[src/rtl/band_cnt_pkg.sv]
// Shared definitions for the banded multi-channel counter.
// Mode encoding is fixed so that mode_i values map directly onto the enum.
package band_cnt_pkg;

  localparam int MODE_W = 2;

  typedef enum logic [MODE_W-1:0] {
    WRAP   = 2'd0,
    SAT    = 2'd1,
    BOUNCE = 2'd2,
    HOLD   = 2'd3
  } mode_e;

endpackage : band_cnt_pkg

[src/rtl/band_cnt_ch.sv]
// One counter channel: bounded up-count with wrap, saturate, bounce or hold behaviour.
// All outputs are registered; arithmetic is one bit wider than the count to expose carry/borrow.
module band_cnt_ch
  import band_cnt_pkg::*;
#(
  parameter int REG_WD = 8
) (
  input  logic              clk_i,
  input  logic              rst_i,
  input  logic              en_i,
  input  logic              clr_i,
  input  logic [REG_WD-1:0] step_i,
  input  logic [REG_WD-1:0] min_i,
  input  logic [REG_WD-1:0] max_i,
  input  logic [MODE_W-1:0] mode_i,
  output logic [REG_WD-1:0] cnt_o,
  output logic              dir_o,
  output logic              tc_o,
  output logic              cfg_err_o
);

  logic [REG_WD-1:0] cnt_q, cnt_d;
  logic              dir_q, dir_d;
  logic              tc_q, tc_d;
  logic              err_q, err_d;
  logic [REG_WD:0]   sum, diff;
  logic              bad_cfg, out_of_band;
  mode_e             mode;

  assign mode        = mode_e'(mode_i);
  assign sum         = {1'b0, cnt_q} + {1'b0, step_i};
  assign diff        = {1'b0, cnt_q} - {1'b0, step_i};
  assign bad_cfg     = (min_i > max_i);
  assign out_of_band = (cnt_q < min_i) || (cnt_q > max_i);

  always_comb begin
    cnt_d = cnt_q;
    dir_d = dir_q;
    tc_d  = 1'b0;
    err_d = bad_cfg;
    if (clr_i || bad_cfg) begin
      cnt_d = min_i;
      dir_d = 1'b0;
    end else if (en_i) begin
      if (out_of_band) begin
        // Bounds moved under a live count: re-anchor quietly at min.
        cnt_d = min_i;
        dir_d = 1'b0;
      end else begin
        if (mode == WRAP || mode == SAT) begin
          dir_d = 1'b0;
        end
        if (step_i != '0) begin
          case (mode)
            WRAP: begin
              if (sum > {1'b0, max_i}) begin
                cnt_d = min_i;
                tc_d  = 1'b1;
              end else begin
                cnt_d = sum[REG_WD-1:0];
              end
            end
            SAT: begin
              if (sum >= {1'b0, max_i}) begin
                cnt_d = max_i;
                tc_d  = (cnt_q < max_i);
              end else begin
                cnt_d = sum[REG_WD-1:0];
              end
            end
            BOUNCE: begin
              if (!dir_q) begin
                if (sum >= {1'b0, max_i}) begin
                  cnt_d = max_i;
                  dir_d = 1'b1;
                  tc_d  = 1'b1;
                end else begin
                  cnt_d = sum[REG_WD-1:0];
                end
              end else if (diff[REG_WD] || (diff[REG_WD-1:0] <= min_i)) begin
                cnt_d = min_i;
                dir_d = 1'b0;
                tc_d  = 1'b1;
              end else begin
                cnt_d = diff[REG_WD-1:0];
              end
            end
            default: begin
              cnt_d = cnt_q;
            end
          endcase
        end
      end
    end
  end

  always_ff @(posedge clk_i) begin
    if (rst_i) begin
      cnt_q <= '0;
      dir_q <= 1'b0;
      tc_q  <= 1'b0;
      err_q <= 1'b0;
    end else begin
      cnt_q <= cnt_d;
      dir_q <= dir_d;
      tc_q  <= tc_d;
      err_q <= err_d;
    end
  end

  assign cnt_o     = cnt_q;
  assign dir_o     = dir_q;
  assign tc_o      = tc_q;
  assign cfg_err_o = err_q;

endmodule : band_cnt_ch

[src/rtl/band_counter_mc.sv]
// N_CH independent banded counters sharing one clock and reset.
module band_counter_mc
  import band_cnt_pkg::*;
#(
  parameter int REG_WD = 8,
  parameter int N_CH   = 4
) (
  input  logic                          clk_i,
  input  logic                          rst_i,
  input  logic [N_CH-1:0]               en_i,
  input  logic [N_CH-1:0]               clr_i,
  input  logic [N_CH-1:0][REG_WD-1:0]   step_i,
  input  logic [N_CH-1:0][REG_WD-1:0]   min_i,
  input  logic [N_CH-1:0][REG_WD-1:0]   max_i,
  input  logic [N_CH-1:0][MODE_W-1:0]   mode_i,
  output logic [N_CH-1:0][REG_WD-1:0]   cnt_o,
  output logic [N_CH-1:0]               dir_o,
  output logic [N_CH-1:0]               tc_o,
  output logic [N_CH-1:0]               cfg_err_o
);

  for (genvar gi = 0; gi < N_CH; gi++) begin : gen_ch
    band_cnt_ch #(
      .REG_WD(REG_WD)
    ) u_ch (
      .clk_i    (clk_i),
      .rst_i    (rst_i),
      .en_i     (en_i[gi]),
      .clr_i    (clr_i[gi]),
      .step_i   (step_i[gi]),
      .min_i    (min_i[gi]),
      .max_i    (max_i[gi]),
      .mode_i   (mode_i[gi]),
      .cnt_o    (cnt_o[gi]),
      .dir_o    (dir_o[gi]),
      .tc_o     (tc_o[gi]),
      .cfg_err_o(cfg_err_o[gi])
    );
  end

endmodule : band_counter_mc
[config.mk]
export PLATFORM = sky130hd
export DESIGN_NAME = band_counter_mc
export DESIGN_NICKNAME = d
export VERILOG_FILES = /design/src/rtl/band_cnt_pkg.sv /design/src/rtl/band_cnt_ch.sv /design/src/rtl/band_counter_mc.sv
export SDC_FILE = /design/constraint.sdc
export NUM_CORES = 1
export LEC_CHECK = 0
export ABC_AREA = 0
export ABC_CLOCK_PERIOD_IN_PS = 5200
export CORE_MARGIN = 2
export CORE_UTILIZATION = 39
export CTS_BUF_LIST = sky130_fd_sc_hd__clkbuf_8 sky130_fd_sc_hd__clkbuf_16
export DETAILED_ROUTE_END_ITERATION = 7
export PLACE_DENSITY = 0.69
export SETUP_SLACK_MARGIN = 0.2
export SYNTH_ARGS = -nofsm -noshare
export SYNTH_HDL_FRONTEND = slang
export SYNTH_SLANG_ARGS = --single-unit
export TNS_END_PERCENT = 1
[constraint.sdc]
create_clock -name clk_i -period 5.2 [get_ports clk_i]
set_clock_uncertainty 0.05 [all_clocks]
set_input_delay 1.04 -clock clk_i [delete_from_list [all_inputs] [get_ports clk_i]]
set_output_delay 1.04 -clock clk_i [all_outputs]
set_load 0.02 [all_outputs]
==> run_results.csv <==
group,metric,value,unit
power_and_ir_drop,switching_share,0.491,
detailed_routing,vias,11600,
place,portBuffers,157,
final_layout,layout_commonest_cell,"ha_1",
detailed_routing,avgViaCountPerCell,5.89,
cts,cts_tree,"done",
outcome,status,"complete, no violations",
power_and_ir_drop,vdd_drop_max,0.126,mV
critical_path,startpoint_type,"primary input",
critical_path,required,5.33,ns
grt,grt_pass1_wl,57100,um
critical_path,arrival,4.96,ns
cts,clockRootBuffer,"clkbuf_16",
cts,numCtsBuffers,5,
hold_path,hold_class,"reg2reg",
cts,clk_pin_slew,0.07,ns
place,gp_congestion,0.959,
detailed_routing,wl,36600,um
final_layout,fin_area,13200,um^2
critical_path,path_cells,"clkdlybuf4s50_1 > inv_1 > ha_1 > buf_4 > o2111ai_1 > nand4_1 > o211ai_1 > xnor2_1 > ha_1 > a21oi_1 > o21ai_0 > o211ai_1 > buf_4 > mux2i_1 > o221ai_1 > o211ai_1 > a21oi_1",
sta,slew_viol_final,0,
final_layout,drive_above_1_share,0.0578,
synthesis,seq_area_frac_synth,0.0804,
final_layout,fillers,2760,
power_and_ir_drop,internal-power,0.00162,W
sta,layout_min_cycle_time,4.83,ns
cts,clock_latency,0.29,ns
power_and_ir_drop,seqPwrFrac,0.142,
synthesis,synth_edf_count,0,
synthesis,syn_inst,1441,
sta,hold_viol,0,
synthesis,yosysUniqueCellTypes,96,
floorplan,num_rows,61,
synthesis,synthArstFlopShare,0,
cts,cts_hold_buf,0,
synthesis,syn_area,10900,um^2
synthesis,avgSynthCellArea,7.60,um^2
power_and_ir_drop,cellPowerDensity,242,nW/um^2
cts,cts.sinks,44,
synthesis,synth.top_cell.area_share,0.270,
synthesis,synth_ff_type,"dfxtp_1",
synthesis,synth-seq-cells,44,
place,dpl_cell_area,13000,um^2
cts,post_cts_resized,0,
floorplan,pin_count,158,
floorplan,die_width,172,um
final_layout,fin_cells,1969,
final_layout,area_delta_synth_final,20.1,%
detailed_routing,ant_nets,0,
critical_path,critPathKind,"in2reg",
critical_path,cpPeakStageDelay,0.54,ns
power_and_ir_drop,power_frac_clock,0.109,
final_layout,fin_nets,1948,
synthesis,syn-num-nets,1799,
sta,tightest_slew,0.903,ns
place,dp.cells,1961,
cts,htreeDepth,2,
final_layout,antenna_cells,0,
cts,cts.path.max_buffers,2,
sta,max_slew_margin,0.398,
sta,period_share,0.929,
floorplan,initial_core_util,0.395,
power_and_ir_drop,combPwrFrac,0.749,
final_layout,layout_common_cells,"236 x ha_1, 157 x clkdlybuf4s50_1, 151 x inv_1",
synthesis,synthTopCellsByArea,"ha_1 27%, dfxtp_1 8.0%, a21oi_1 5.4%",
detailed_routing,route.detailed.drc,0,
detailed_routing,drt_iter0_markers,967,
grt,antenna_found_initial,0,
floorplan,coreArea,27700,um^2
cts,postCtsSetupRepairBufs,0,
power_and_ir_drop,netSwitchingPower,0.00156,W
critical_path,critPathCaptureType,"register",
synthesis,synth_area_leader_cell,"ha_1",
place,hpwlAfterDp,30000,um
detailed_routing,first_pass_iters,5,
grt,grt_pass1_vias,11000,
sta,rsz0062_at_grt,"yes",
sta,finalSetupViolCount,0,
detailed_routing,detail_route.wl_per_cell,18.6,um
grt,grt_max_degree,24,
sta,fin_setup_tns,0,ns
floorplan,die-area,29400,um^2
grt,grt_overflow_total,0,
grt,grtUsageTotal,0.242,
sta,max_freq,207,MHz
critical_path,cp_slowest_cell,"o211ai_1",
power_and_ir_drop,p_leak,6.02,nW
critical_path,cpMostUsedCell,"o211ai_1",
critical_path,cp_max_fo,8,
floorplan,fp.dieH,172,um
synthesis,yosys_warnings,0,
job,maxCapViolations,0,
[worst max-delay path, delay by kind of cell]
kind                     cells  cell delay [ns]
AO/OA/AOI/OAI                8             1.46
AND/OR/NAND/NOR              1             0.14
buffers and inverters        4             1.07
multiplexers                 1             0.23
XOR/XNOR                     1             0.29
adder cells (fa/ha/maj)      2             0.74
[synthesized netlist by cell type, types with 8 or more instances]
master     number
nor2_1         85
inv_1         149
fa_1            8
nor4_1         18
dfxtp_1        44
xnor2_1        29
nand2b_1       15
o22ai_1        19
a31oi_1        22
nand2_1        80
o21bai_1       13
nor2b_1        37
or3_1          15
nand3_1        28
buf_2          17
and3_1         13
clkbuf_1       18
a21oi_1       118
o21a_1         32
o31ai_1        10
o2111ai_1      10
a211oi_1       14
or2_2          10
mux2i_1        38
o32ai_1         8
ha_1          236
o21ai_0        74
o211ai_1       22
a21o_1         18
nand4_1        31
nor3_1         31
buf_4          16
o221ai_1       10
[final cells by class]
cell class | count | area, um^2 | share of cell area
clock inverter | 2 | 7.51 | 0.000571
clock buffer | 6 | 139 | 0.0106
inverter | 150 | 563 | 0.0428
tap | 378 | 473 | 0.0360
timing repair buffer | 198 | 1880 | 0.143
sequential | 44 | 881 | 0.0670
multi-input combinational | 1191 | 9210 | 0.700
[through the flow]
stage | setup slack (ns) | hold slack (ns) | util | power [W]
5_1_grt | 0.138 | 0.537 | 0.475 | 0.00344
3_3_place_gp | 0.144 | 0.497 | 0.469 | 0.00273
6_report | 0.367 | 0.497 | 0.475 | 0.00318
4_1_cts | 0.323 | 0.513 | 0.474 | 0.00314
3_5_place_dp | 0.0314 | 0.502 | 0.469 | 0.00278
2_1_floorplan | 0.848 | 0.519 | - | 0.00204
[flip-flops by register name, summed over array words and instances, names as in the netlist]
signal / count
gen_ch.u_ch.dir_o: 4
gen_ch.u_ch.cfg_err_o: 4
gen_ch.u_ch.cnt_o: 32
gen_ch.u_ch.tc_o: 4
[power by group through the flow]
stage / sequential, W / combinational, W / clock, W
final: 0.000451 / 0.00238 / 0.000348
after global routing: 0.000459 / 0.00262 / 0.000366
after CTS: 0.000453 / 0.00233 / 0.000353
after detailed placement: 0.000459 / 0.00232 / 0
after global placement: 0.000459 / 0.00227 / 0
after floorplan: 0.000464 / 0.00157 / 0
[metal layers]
| metal | share of wire | GRT usage | up-vias | routed length (um) |
|---|---|---|---|---|
| met5 | 0 | 0 | - | 0 |
| met3 | 0.056 | 0.0288 | 91 | 2050 |
| met2 | 0.46 | 0.402 | 433 | 16800 |
| met4 | 0.035 | 0.0888 | 0 | 1290 |
| li1 | - | - | 5682 | - |
| met1 | 0.45 | 0.320 | 5392 | 16500 |
[worst paths after layout]
check	from	endpoint	slack (ns)	cells past startpoint
worst max-delay path	step_i[12]	gen_ch[1].u_ch.cnt_o[3]$_SDFFE_PP0P_	0.37	17
worst min-delay path	gen_ch[0].u_ch.cnt_o[0]$_SDFFE_PP0P_	gen_ch[0].u_ch.cnt_o[0]$_SDFFE_PP0P_	0.50	2
worst max register to register	gen_ch[3].u_ch.cnt_o[0]$_SDFFE_PP0P_	gen_ch[3].u_ch.cnt_o[1]$_SDFFE_PP0P_	1.10	18
worst min register to register	gen_ch[0].u_ch.cnt_o[0]$_SDFFE_PP0P_	gen_ch[0].u_ch.cnt_o[0]$_SDFFE_PP0P_	0.50	2
[cells by family after synthesis]
| kind of cell | share of synthesized area |
|---|---|
| compound gates | 0.287 |
| simple gates | 0.198 |
| fa+ha+maj | 0.284 |
| buf+inv | 0.0808 |
| flops | 0.0804 |
| mux | 0.0402 |
| xor+xnor | 0.0288 |
Note: power is estimated with default switching activity, not from simulation.
